$ cat config.mk
export PLATFORM = sky130hd
export DESIGN_NAME = decode_stage
export DESIGN_NICKNAME = d
export VERILOG_FILES = /design/src/rtl/decoder_pkg.sv /design/src/rtl/instr_ctrl_lut.sv /design/src/rtl/decode_stage.sv
export SDC_FILE = /design/constraint.sdc
export NUM_CORES = 1
export LEC_CHECK = 0
export BUFFER_PORTS_ARGS = -buffer_cell sky130_fd_sc_hd__buf_2
export CELL_PAD_IN_SITES_DETAIL_PLACEMENT = 1
export CELL_PAD_IN_SITES_GLOBAL_PLACEMENT = 1
export CORE_MARGIN = 8
export CORE_UTILIZATION = 36
export DETAILED_ROUTE_END_ITERATION = 12
export PLACE_DENSITY = 0.88
export SLEW_MARGIN = 20
export SYNTH_ARGS = -nofsm -noshare
export SYNTH_HDL_FRONTEND = slang
export SYNTH_SLANG_ARGS = --single-unit
export TNS_END_PERCENT = 20
$ cat constraint.sdc
create_clock -name clk -period 2.9 [get_ports clk]
set_input_delay 0.29 -clock clk [delete_from_list [all_inputs] [get_ports clk]]
set_output_delay 0.29 -clock clk [all_outputs]
set_load 0.005 [all_outputs]
$ cat src/rtl/decoder_pkg.sv
// Shared definitions for the lab CPU decode stage: default field widths,
// opcode and ALU operation encodings, and the registered control bundle.
package decoder_pkg;

  localparam int unsigned OP_W_DEF   = 4;
  localparam int unsigned REG_AW_DEF = 2;
  localparam int unsigned IMM_W_DEF  = 8;

  typedef enum logic [3:0] {
    OP_LW   = 4'h0,
    OP_SW   = 4'h1,
    OP_ADD  = 4'h2,
    OP_ADDI = 4'h3,
    OP_INV  = 4'h4,
    OP_AND  = 4'h5,
    OP_ANDI = 4'h6,
    OP_OR   = 4'h7,
    OP_ORI  = 4'h8,
    OP_SRA  = 4'h9,
    OP_SLL  = 4'hA,
    OP_BEQ  = 4'hB,
    OP_BNE  = 4'hC,
    OP_CLR  = 4'hD
  } opcode_e;

  typedef enum logic [2:0] {
    ALU_ADD    = 3'b000,
    ALU_AND    = 3'b001,
    ALU_OR     = 3'b010,
    ALU_INV    = 3'b011,
    ALU_SRA    = 3'b100,
    ALU_SLL    = 3'b101,
    ALU_SUB    = 3'b110,
    ALU_PASS_B = 3'b111
  } aluop_e;

  typedef struct packed {
    logic   reg_dst;
    logic   reg_write;
    logic   alu_src1;
    logic   alu_src2;
    logic   mem_write;
    logic   mem_to_reg;
    logic   branch;
    logic   branch_ne;
    aluop_e alu_op;
    logic   illegal;
  } ctrl_t;

endpackage

$ cat src/rtl/instr_ctrl_lut.sv
// Combinational opcode -> control bundle and source-register use flags.
// Opcodes outside the defined set produce an all-disabled bundle flagged illegal.
module instr_ctrl_lut
  import decoder_pkg::*;
#(
  parameter int unsigned OP_W = OP_W_DEF
) (
  input  logic [OP_W-1:0] opcode,
  output ctrl_t           ctrl,
  output logic            use_rs,
  output logic            use_rt
);

  logic [31:0] op_ext;
  assign op_ext = 32'(opcode);

  // Decode table: defaults first, then per-opcode enables.
  always_comb begin
    ctrl   = '0;
    use_rs = 1'b0;
    use_rt = 1'b0;
    case (op_ext)
      32'(OP_LW): begin
        ctrl.reg_write  = 1'b1;
        ctrl.alu_src2   = 1'b1;
        ctrl.mem_to_reg = 1'b1;
        ctrl.alu_op     = ALU_ADD;
        use_rs          = 1'b1;
      end
      32'(OP_SW): begin
        ctrl.alu_src2  = 1'b1;
        ctrl.mem_write = 1'b1;
        ctrl.alu_op    = ALU_ADD;
        use_rs         = 1'b1;
        use_rt         = 1'b1;
      end
      32'(OP_ADD): begin
        ctrl.reg_dst   = 1'b1;
        ctrl.reg_write = 1'b1;
        ctrl.alu_op    = ALU_ADD;
        use_rs         = 1'b1;
        use_rt         = 1'b1;
      end
      32'(OP_ADDI): begin
        ctrl.reg_write = 1'b1;
        ctrl.alu_src2  = 1'b1;
        ctrl.alu_op    = ALU_ADD;
        use_rs         = 1'b1;
      end
      32'(OP_INV): begin
        ctrl.reg_dst   = 1'b1;
        ctrl.reg_write = 1'b1;
        ctrl.alu_op    = ALU_INV;
        use_rs         = 1'b1;
      end
      32'(OP_AND): begin
        ctrl.reg_dst   = 1'b1;
        ctrl.reg_write = 1'b1;
        ctrl.alu_op    = ALU_AND;
        use_rs         = 1'b1;
        use_rt         = 1'b1;
      end
      32'(OP_ANDI): begin
        ctrl.reg_write = 1'b1;
        ctrl.alu_src2  = 1'b1;
        ctrl.alu_op    = ALU_AND;
        use_rs         = 1'b1;
      end
      32'(OP_OR): begin
        ctrl.reg_dst   = 1'b1;
        ctrl.reg_write = 1'b1;
        ctrl.alu_op    = ALU_OR;
        use_rs         = 1'b1;
        use_rt         = 1'b1;
      end
      32'(OP_ORI): begin
        ctrl.reg_write = 1'b1;
        ctrl.alu_src2  = 1'b1;
        ctrl.alu_op    = ALU_OR;
        use_rs         = 1'b1;
      end
      32'(OP_SRA): begin
        ctrl.reg_write = 1'b1;
        ctrl.alu_src2  = 1'b1;
        ctrl.alu_op    = ALU_SRA;
        use_rs         = 1'b1;
      end
      32'(OP_SLL): begin
        ctrl.reg_write = 1'b1;
        ctrl.alu_src2  = 1'b1;
        ctrl.alu_op    = ALU_SLL;
        use_rs         = 1'b1;
      end
      32'(OP_BEQ): begin
        ctrl.branch = 1'b1;
        ctrl.alu_op = ALU_SUB;
        use_rs      = 1'b1;
        use_rt      = 1'b1;
      end
      32'(OP_BNE): begin
        ctrl.branch    = 1'b1;
        ctrl.branch_ne = 1'b1;
        ctrl.alu_op    = ALU_SUB;
        use_rs         = 1'b1;
        use_rt         = 1'b1;
      end
      32'(OP_CLR): begin
        ctrl.reg_dst   = 1'b1;
        ctrl.reg_write = 1'b1;
        ctrl.alu_src1  = 1'b1;
        ctrl.alu_op    = ALU_PASS_B;
      end
      default: ctrl.illegal = 1'b1;
    endcase
  end

endmodule

$ cat src/rtl/decode_stage.sv
// Registered instruction-decode stage: field split, control decode, output
// pipeline register with valid/ready handshake, flush, load-use bubbles.
// Define DECODE_LOAD_USE_STALL_EN to enable load-use hazard detection;
// otherwise stall is tied low and hazards are left to forwarding/compiler.
module decode_stage
  import decoder_pkg::*;
#(
  parameter  int unsigned OP_W    = OP_W_DEF,
  parameter  int unsigned REG_AW  = REG_AW_DEF,
  parameter  int unsigned IMM_W   = IMM_W_DEF,
  localparam int unsigned INSTR_W = OP_W + 2 * REG_AW + IMM_W
) (
  input  logic               clk,
  input  logic               rst_n,
  input  logic               flush,
  input  logic               in_valid,
  output logic               in_ready,
  input  logic [INSTR_W-1:0] instr,
  output logic               out_valid,
  input  logic               out_ready,
  output logic [OP_W-1:0]    opcode,
  output logic [REG_AW-1:0]  rs_addr,
  output logic [REG_AW-1:0]  rt_addr,
  output logic [REG_AW-1:0]  rd_addr,
  output logic [IMM_W-1:0]   immediate,
  output logic               RegDst,
  output logic               RegWrite,
  output logic               ALUSrc1,
  output logic               ALUSrc2,
  output logic               MemWrite,
  output logic               MemToReg,
  output logic               Branch,
  output logic               BranchNe,
  output logic [2:0]         ALUOp,
  output logic               stall,
  output logic               illegal
);

  logic [OP_W-1:0]   dec_opcode;
  logic [REG_AW-1:0] dec_rs;
  logic [REG_AW-1:0] dec_rt;
  logic [REG_AW-1:0] dec_rd;
  logic [IMM_W-1:0]  dec_imm;
  ctrl_t             dec_ctrl;
  logic              use_rs;
  logic              use_rt;
  ctrl_t             ctrl_q;
  logic              xfer;
  logic              leave;

  assign dec_opcode = instr[INSTR_W-1 -: OP_W];
  assign dec_rs     = instr[INSTR_W-OP_W-1 -: REG_AW];
  assign dec_rt     = instr[INSTR_W-OP_W-REG_AW-1 -: REG_AW];
  assign dec_imm    = instr[IMM_W-1:0];
  assign dec_rd     = instr[IMM_W-1 -: REG_AW];

  instr_ctrl_lut #(
    .OP_W (OP_W)
  ) u_lut (
    .opcode (dec_opcode),
    .ctrl   (dec_ctrl),
    .use_rs (use_rs),
    .use_rt (use_rt)
  );

  assign in_ready = (!out_valid || out_ready) && !stall && !flush;
  assign xfer     = in_valid && in_ready;
  assign leave    = out_valid && out_ready;

`ifdef DECODE_LOAD_USE_STALL_EN
  logic              ld_busy;
  logic [REG_AW-1:0] ld_dst;

  // Arm the hazard window for exactly one cycle after an LW hands off;
  // mem_to_reg is set only for LW, so it identifies the load.
  always_ff @(posedge clk) begin
    if (!rst_n || flush) begin
      ld_busy <= 1'b0;
      ld_dst  <= '0;
    end else begin
      ld_busy <= leave && ctrl_q.mem_to_reg;
      ld_dst  <= rt_addr;
    end
  end

  assign stall = in_valid && ld_busy &&
                 ((use_rs && (dec_rs == ld_dst)) || (use_rt && (dec_rt == ld_dst)));
`else
  logic lint_unused;
  assign lint_unused = ^{use_rs, use_rt};
  assign stall       = 1'b0;
`endif

  // Output pipeline register: load on transfer, drop valid when consumed,
  // hold while backpressured; flush wins over everything except reset.
  always_ff @(posedge clk) begin
    if (!rst_n) begin
      out_valid <= 1'b0;
      opcode    <= '0;
      rs_addr   <= '0;
      rt_addr   <= '0;
      rd_addr   <= '0;
      immediate <= '0;
      ctrl_q    <= '0;
    end else if (flush) begin
      out_valid <= 1'b0;
    end else if (xfer) begin
      out_valid <= 1'b1;
      opcode    <= dec_opcode;
      rs_addr   <= dec_rs;
      rt_addr   <= dec_rt;
      rd_addr   <= dec_rd;
      immediate <= dec_imm;
      ctrl_q    <= dec_ctrl;
    end else if (out_ready) begin
      out_valid <= 1'b0;
    end
  end

  assign RegDst   = ctrl_q.reg_dst;
  assign RegWrite = ctrl_q.reg_write;
  assign ALUSrc1  = ctrl_q.alu_src1;
  assign ALUSrc2  = ctrl_q.alu_src2;
  assign MemWrite = ctrl_q.mem_write;
  assign MemToReg = ctrl_q.mem_to_reg;
  assign Branch   = ctrl_q.branch;
  assign BranchNe = ctrl_q.branch_ne;
  assign ALUOp    = ctrl_q.alu_op;
  assign illegal  = ctrl_q.illegal;

endmodule

# Word-level counts from Yosys, hierarchy flattened
# Index checks and enable logic that the tools add are counted.
# op_classes
n_eq_ne	13
n_mux	12
bitwise	2
reduce_logical	16
# op_table
operator	count
zero test 32 bit	1
== test 4 bit, second input constant	6
case mux 3 bit (7 select lines)	1
== test 4 x 3 -> 1 bit, second input constant	4
OR reduction 14 bit	1
2-to-1 mux 1 bit	11
OR reduction 11 bit	1
== test 4 x 2 -> 1 bit, second input constant	2
OR reduction 2 bit	4
OR reduction 7 bit	1
OR reduction 5 bit	1
== test 4 x 1 -> 1 bit, second input constant	1
logical AND 1 bit	2
zero test 1 bit	2
NOT 1 bit	2
AND reduction 2 bit	1
nonzero test 2 bit	1
logical OR 1 bit	1
# totals
register_bits	31
input_bits	21
out_inout_bits	33

# Logic depth before layout (Yosys ltp)
# logic_depth
word_depth	5
ltp_mapped	6

# By module
# Synthesis repeated with hierarchy kept, for this count alone.
# unflattened
hier_cells	172
area_unflattened_um2	1453.9
# modules_own_cells
mod	n_inst	cells_each	area_each_um2	seq_area_each_um2
decode_stage	1	131	1217.4	580.6
instr_ctrl_lut	1	41	236.5	0.0

# Worst setup path after synthesis
# OpenSTA, ideal clock, no wires.
# synth_timing
path_kind	input port to flip-flop
start	in out_ready
end	reg ctrl_q (netlist bit ALUSrc2)
setup_time_ns	0.123
t_arrival_ns	1.023
slack_ns	1.754
stages	6
cell_sequence	nand2b_1 > and2_1 > buf_6 > buf_6 > o21ai_1 > nor2_1
# synth_via
elab_chain_len	4
# synth_lines
item	line_no	rtl
start, declared	decode_stage.sv:20	input logic out_ready,
logical OR 1 bit	decode_stage.sv:66	assign in_ready = (!out_valid || out_ready) && !stall && !flush;
logical AND 1 bit	decode_stage.sv:66	
logical AND 1 bit	decode_stage.sv:67	assign xfer = in_valid && in_ready;
AND reduction 2 bit (no source line)	-	
end signal, assigned	decode_stage.sv:114	ctrl_q <= dec_ctrl;
end, declared	decode_stage.sv:47	ctrl_t ctrl_q;
# No other way between the ends.
# A chain may end at the register's enable or synchronous reset.

# Worst setup path in the final report
# layout_timing
start	reg out_valid
end	reg rt_addr[0]
# layout_via
elab_chain_len	5
# layout_lines
item	line_no	rtl
start, declared	decode_stage.sv:19	output logic out_valid,
start signal, assigned	decode_stage.sv:98	out_valid <= 1'b0;
start signal, assigned	decode_stage.sv:106	out_valid <= 1'b0;
start signal, assigned	decode_stage.sv:108	out_valid <= 1'b1;
zero test 1 bit	decode_stage.sv:66	
logical OR 1 bit	decode_stage.sv:66	
logical AND 1 bit	decode_stage.sv:66	
logical AND 1 bit	decode_stage.sv:67	
AND reduction 2 bit (no source line)	-	
end signal, assigned	decode_stage.sv:111	rt_addr <= dec_rt;
end, declared	decode_stage.sv:23	output logic [REG_AW-1:0] rt_addr,
# No other way between the ends.

==> metrics.md <==
| Metric | Value |
|---|---|
| Setup TNS | `0 ps` |
| Core area | `3610 um^2` |
| Setup CP Type | `flip-flop to flip-flop` |
| Resized cells post-CTS | `0` |
| Clk sinks | `29` |
| Final period util | `0.533` |
| Vias in the first global route | `roughly 1300` |
| CTS Hold Bufs | `0` |
| FFs w/ async S/R, synth | `0` |
| Routed Wire Length | `roughly 3400 um` |
| CTS tree | `yes` |
| Synth top area share | `0.439` |
| N_diodes | `0` |
| Sequential area share after synthesis | `0.439` |
| # setup viols final | `0` |
| Via density | `about 4.8` |
| Final worst setup slack | `1360 ps` |
| Wire per inst | `13.5 um` |
| Grt ovf | `0` |
| GPL Wtd Cong | `0.702` |
| Min Tclk post-route | `1540 ps` |
| Max VDD drop | `around 0.00020 V` |
| Post-CTS Setup Bufs | `0` |
| Via count | `1219` |
| Clk slew on worst S/H paths | `~60 ps` |
| Root Buffer | `clkbuf_8` |
| CP required | `3090 ps` |
| Fmax achieved | `roughly 650 MHz` |
| CTS H-tree depth | `2` |
| Global-route wire length before repair | `about 5800 um` |
| Layout Cells excl Fill | `approximately 250` |
| Cell row count | `22` |
| Count leader, synth | `nand2_1` |
| Post-Syn Instances | `161` |
| Port bufs | `52` |
| Skew final | `between 3 and 4 ps` |
| Cell taking the most area after synthesis | `dfxtp_1` |
| Count of yosys warnings during synthesis | `0` |
| Placed Cells | `approximately 250` |
| #FFs+latches synth | `29` |
| IO Pins | `54` |
| Critical path data arrival time | `1740 ps` |
| Synthesized area per cell | `between 8 and 9 um^2` |
| Worst skew pair latency | `270 ps` |
| Worst-path cell chain | `nand2b_1 > and2_1 > buf_4 > nand2_1 > a21boi_0` |
| Mapped Nets | `approximately 180` |
| Crit. End Element | `flip-flop` |
| WP buf/inv | `1` |
| Top_reg_cell synth | `dfxtp_1` |
| DIE AREA | `5870 um^2` |
| Startpoint Class | `flip-flop` |
| Slew margin rel. | `0.614` |
| Worst-Margin Slew | `about 580 ps` |
| Hold WC Path Type | `input port to flip-flop` |
| RSZ-0062 raised after global routing | `false` |
| Critical path peak fanout | `18` |
| Pwr Density | `528 nW/um^2` |
| Dpl ws | `approximately 1200 ps` |
| Max cap viols | `0` |
| Max incr delay on CP | `520 ps` |
| CP max stage cell | `and2_1` |
| Die height | `76.6 um` |
| Final Hold Fails | `0` |
| Drt pass-1 iters | `4` |
| Num CTS Buffers | `5` |
| Post-synth EDFFs | `0` |
| Most frequent cells after synthesis | `nand2_1 (40), dfxtp_1 (29), a21boi_0 (13)` |
| Initial antenna violation count | `0` |
| Clk buf depth | `2` |
| Cell variety after synth | `35` |
| Synth top area cells | `dfxtp_1 (44%), nand2_1 (11%), a21boi_0 (7.4%)` |
| Nets | `226` |
| Initial Utilization | `0.367` |
| DRC viols | `0` |
| ANT nets after route | `0` |
| CP delay by family, top | `simple AND/OR/NAND/NOR gates` |
| Largest net degree at the start of global routing | `31` |
| Max Slew Vio Count | `0` |
| Syn-to-layout area delta | `23.1%` |
| Die W | `76.6 um` |
| Outcome | `finished clean` |
| Leak Pwr | `roughly 0.73 nW` |
| Share of layout cells above drive strength 1 | `0.298` |
| Initial drt markers | `47` |
| Cell area after synthesis | `around 1300 um^2` |
| HPWL Detailed | `between 2000 and 2500 um` |
| Gr usage total | `0.120` |
-- report_power, final --
part	switching, mW	internal, mW
registers	0.00761	0.416
logic	0.0608	0.0465
clock network	0.141	0.188
total	0.210	0.650
-- final cells by class --
cell class / instances / area (um^2)
Fill cell: 462 / 1980
Sequential cell: 29 / 581
Timing Repair Buffer: 53 / 268
Tap cell: 48 / 60.1
Multi-Input combinational cell: 113 / 622
Inverter: 3 / 11.3
Clock buffer: 7 / 86.3
-- layout by cell type, fill, tap and decap left out, types with 2 or more instances in the layout --
cell      netlist  final
a21boi_0       13     13
a21boi_1       10     10
a21oi_1         6      6
and2_1          2      2
buf_2           6     52
clkbuf_8        0      6
dfxtp_1        29     29
inv_1           3      3
nand2_1        40     40
nand3_1         6      6
nand4_1         2      2
nor2_1          8      8
nor2b_1         2      2
nor3_1          2      2
o21ai_0         3      3
o21ai_1         3      3
-- per-layer routing --
metal  share of wire  vias up  wire length [um]  track usage
li1                -      622                 -            -
met1            0.43      558              1470        0.115
met2            0.46       34              1590        0.206
met3           0.087        5               298       0.0672
met4           0.018        0                61       0.0519
met5               0        -                 0            0
-- cells by family (layout without fill, tap and decap cells) --
logic type      Yosys count  in the layout  share of synthesized area
flops                    29             29                      0.439
mux                       1              1                    0.00757
buf+inv                  19             63                     0.0908
other cells               1              1                    0.00284
compound gates           43             43                      0.224
simple gates             68             68                      0.236
-- registers in the layout (all words and copies together), names as in the netlist, 2 cells and up --
name,cells
ALUOp,3
immediate,7
opcode,4
rs_addr,2
rt_addr,2
-- through the flow --
| step | area [um^2] | utilization | total power [mW] | hold WS [ps] |
|---|---|---|---|---|
| after floorplan | 1320 | - | 0.503 | 366 |
| after detailed placement | 1540 | 0.427 | 0.542 | 446 |
| after global placement | 1540 | 0.427 | 0.539 | 440 |
| after CTS | 1630 | 0.451 | 0.879 | 226 |
| after global routing | 1630 | 0.451 | 0.906 | 248 |
| final | 1630 | 0.451 | 0.860 | 236 |
-- final timing paths --
| path | slack (ps) | endpoint | depth (start not counted) | start |
|---|---|---|---|---|
| min reg2reg | 450 | opcode[0] | 2 | opcode[0] |
| max | 1360 | rt_addr[0] | 5 | out_valid |
| max reg2reg | 1360 | rt_addr[0] | 5 | out_valid |
| min | 240 | out_valid | 2 | flush |
Power figures use the tool's default switching activity.
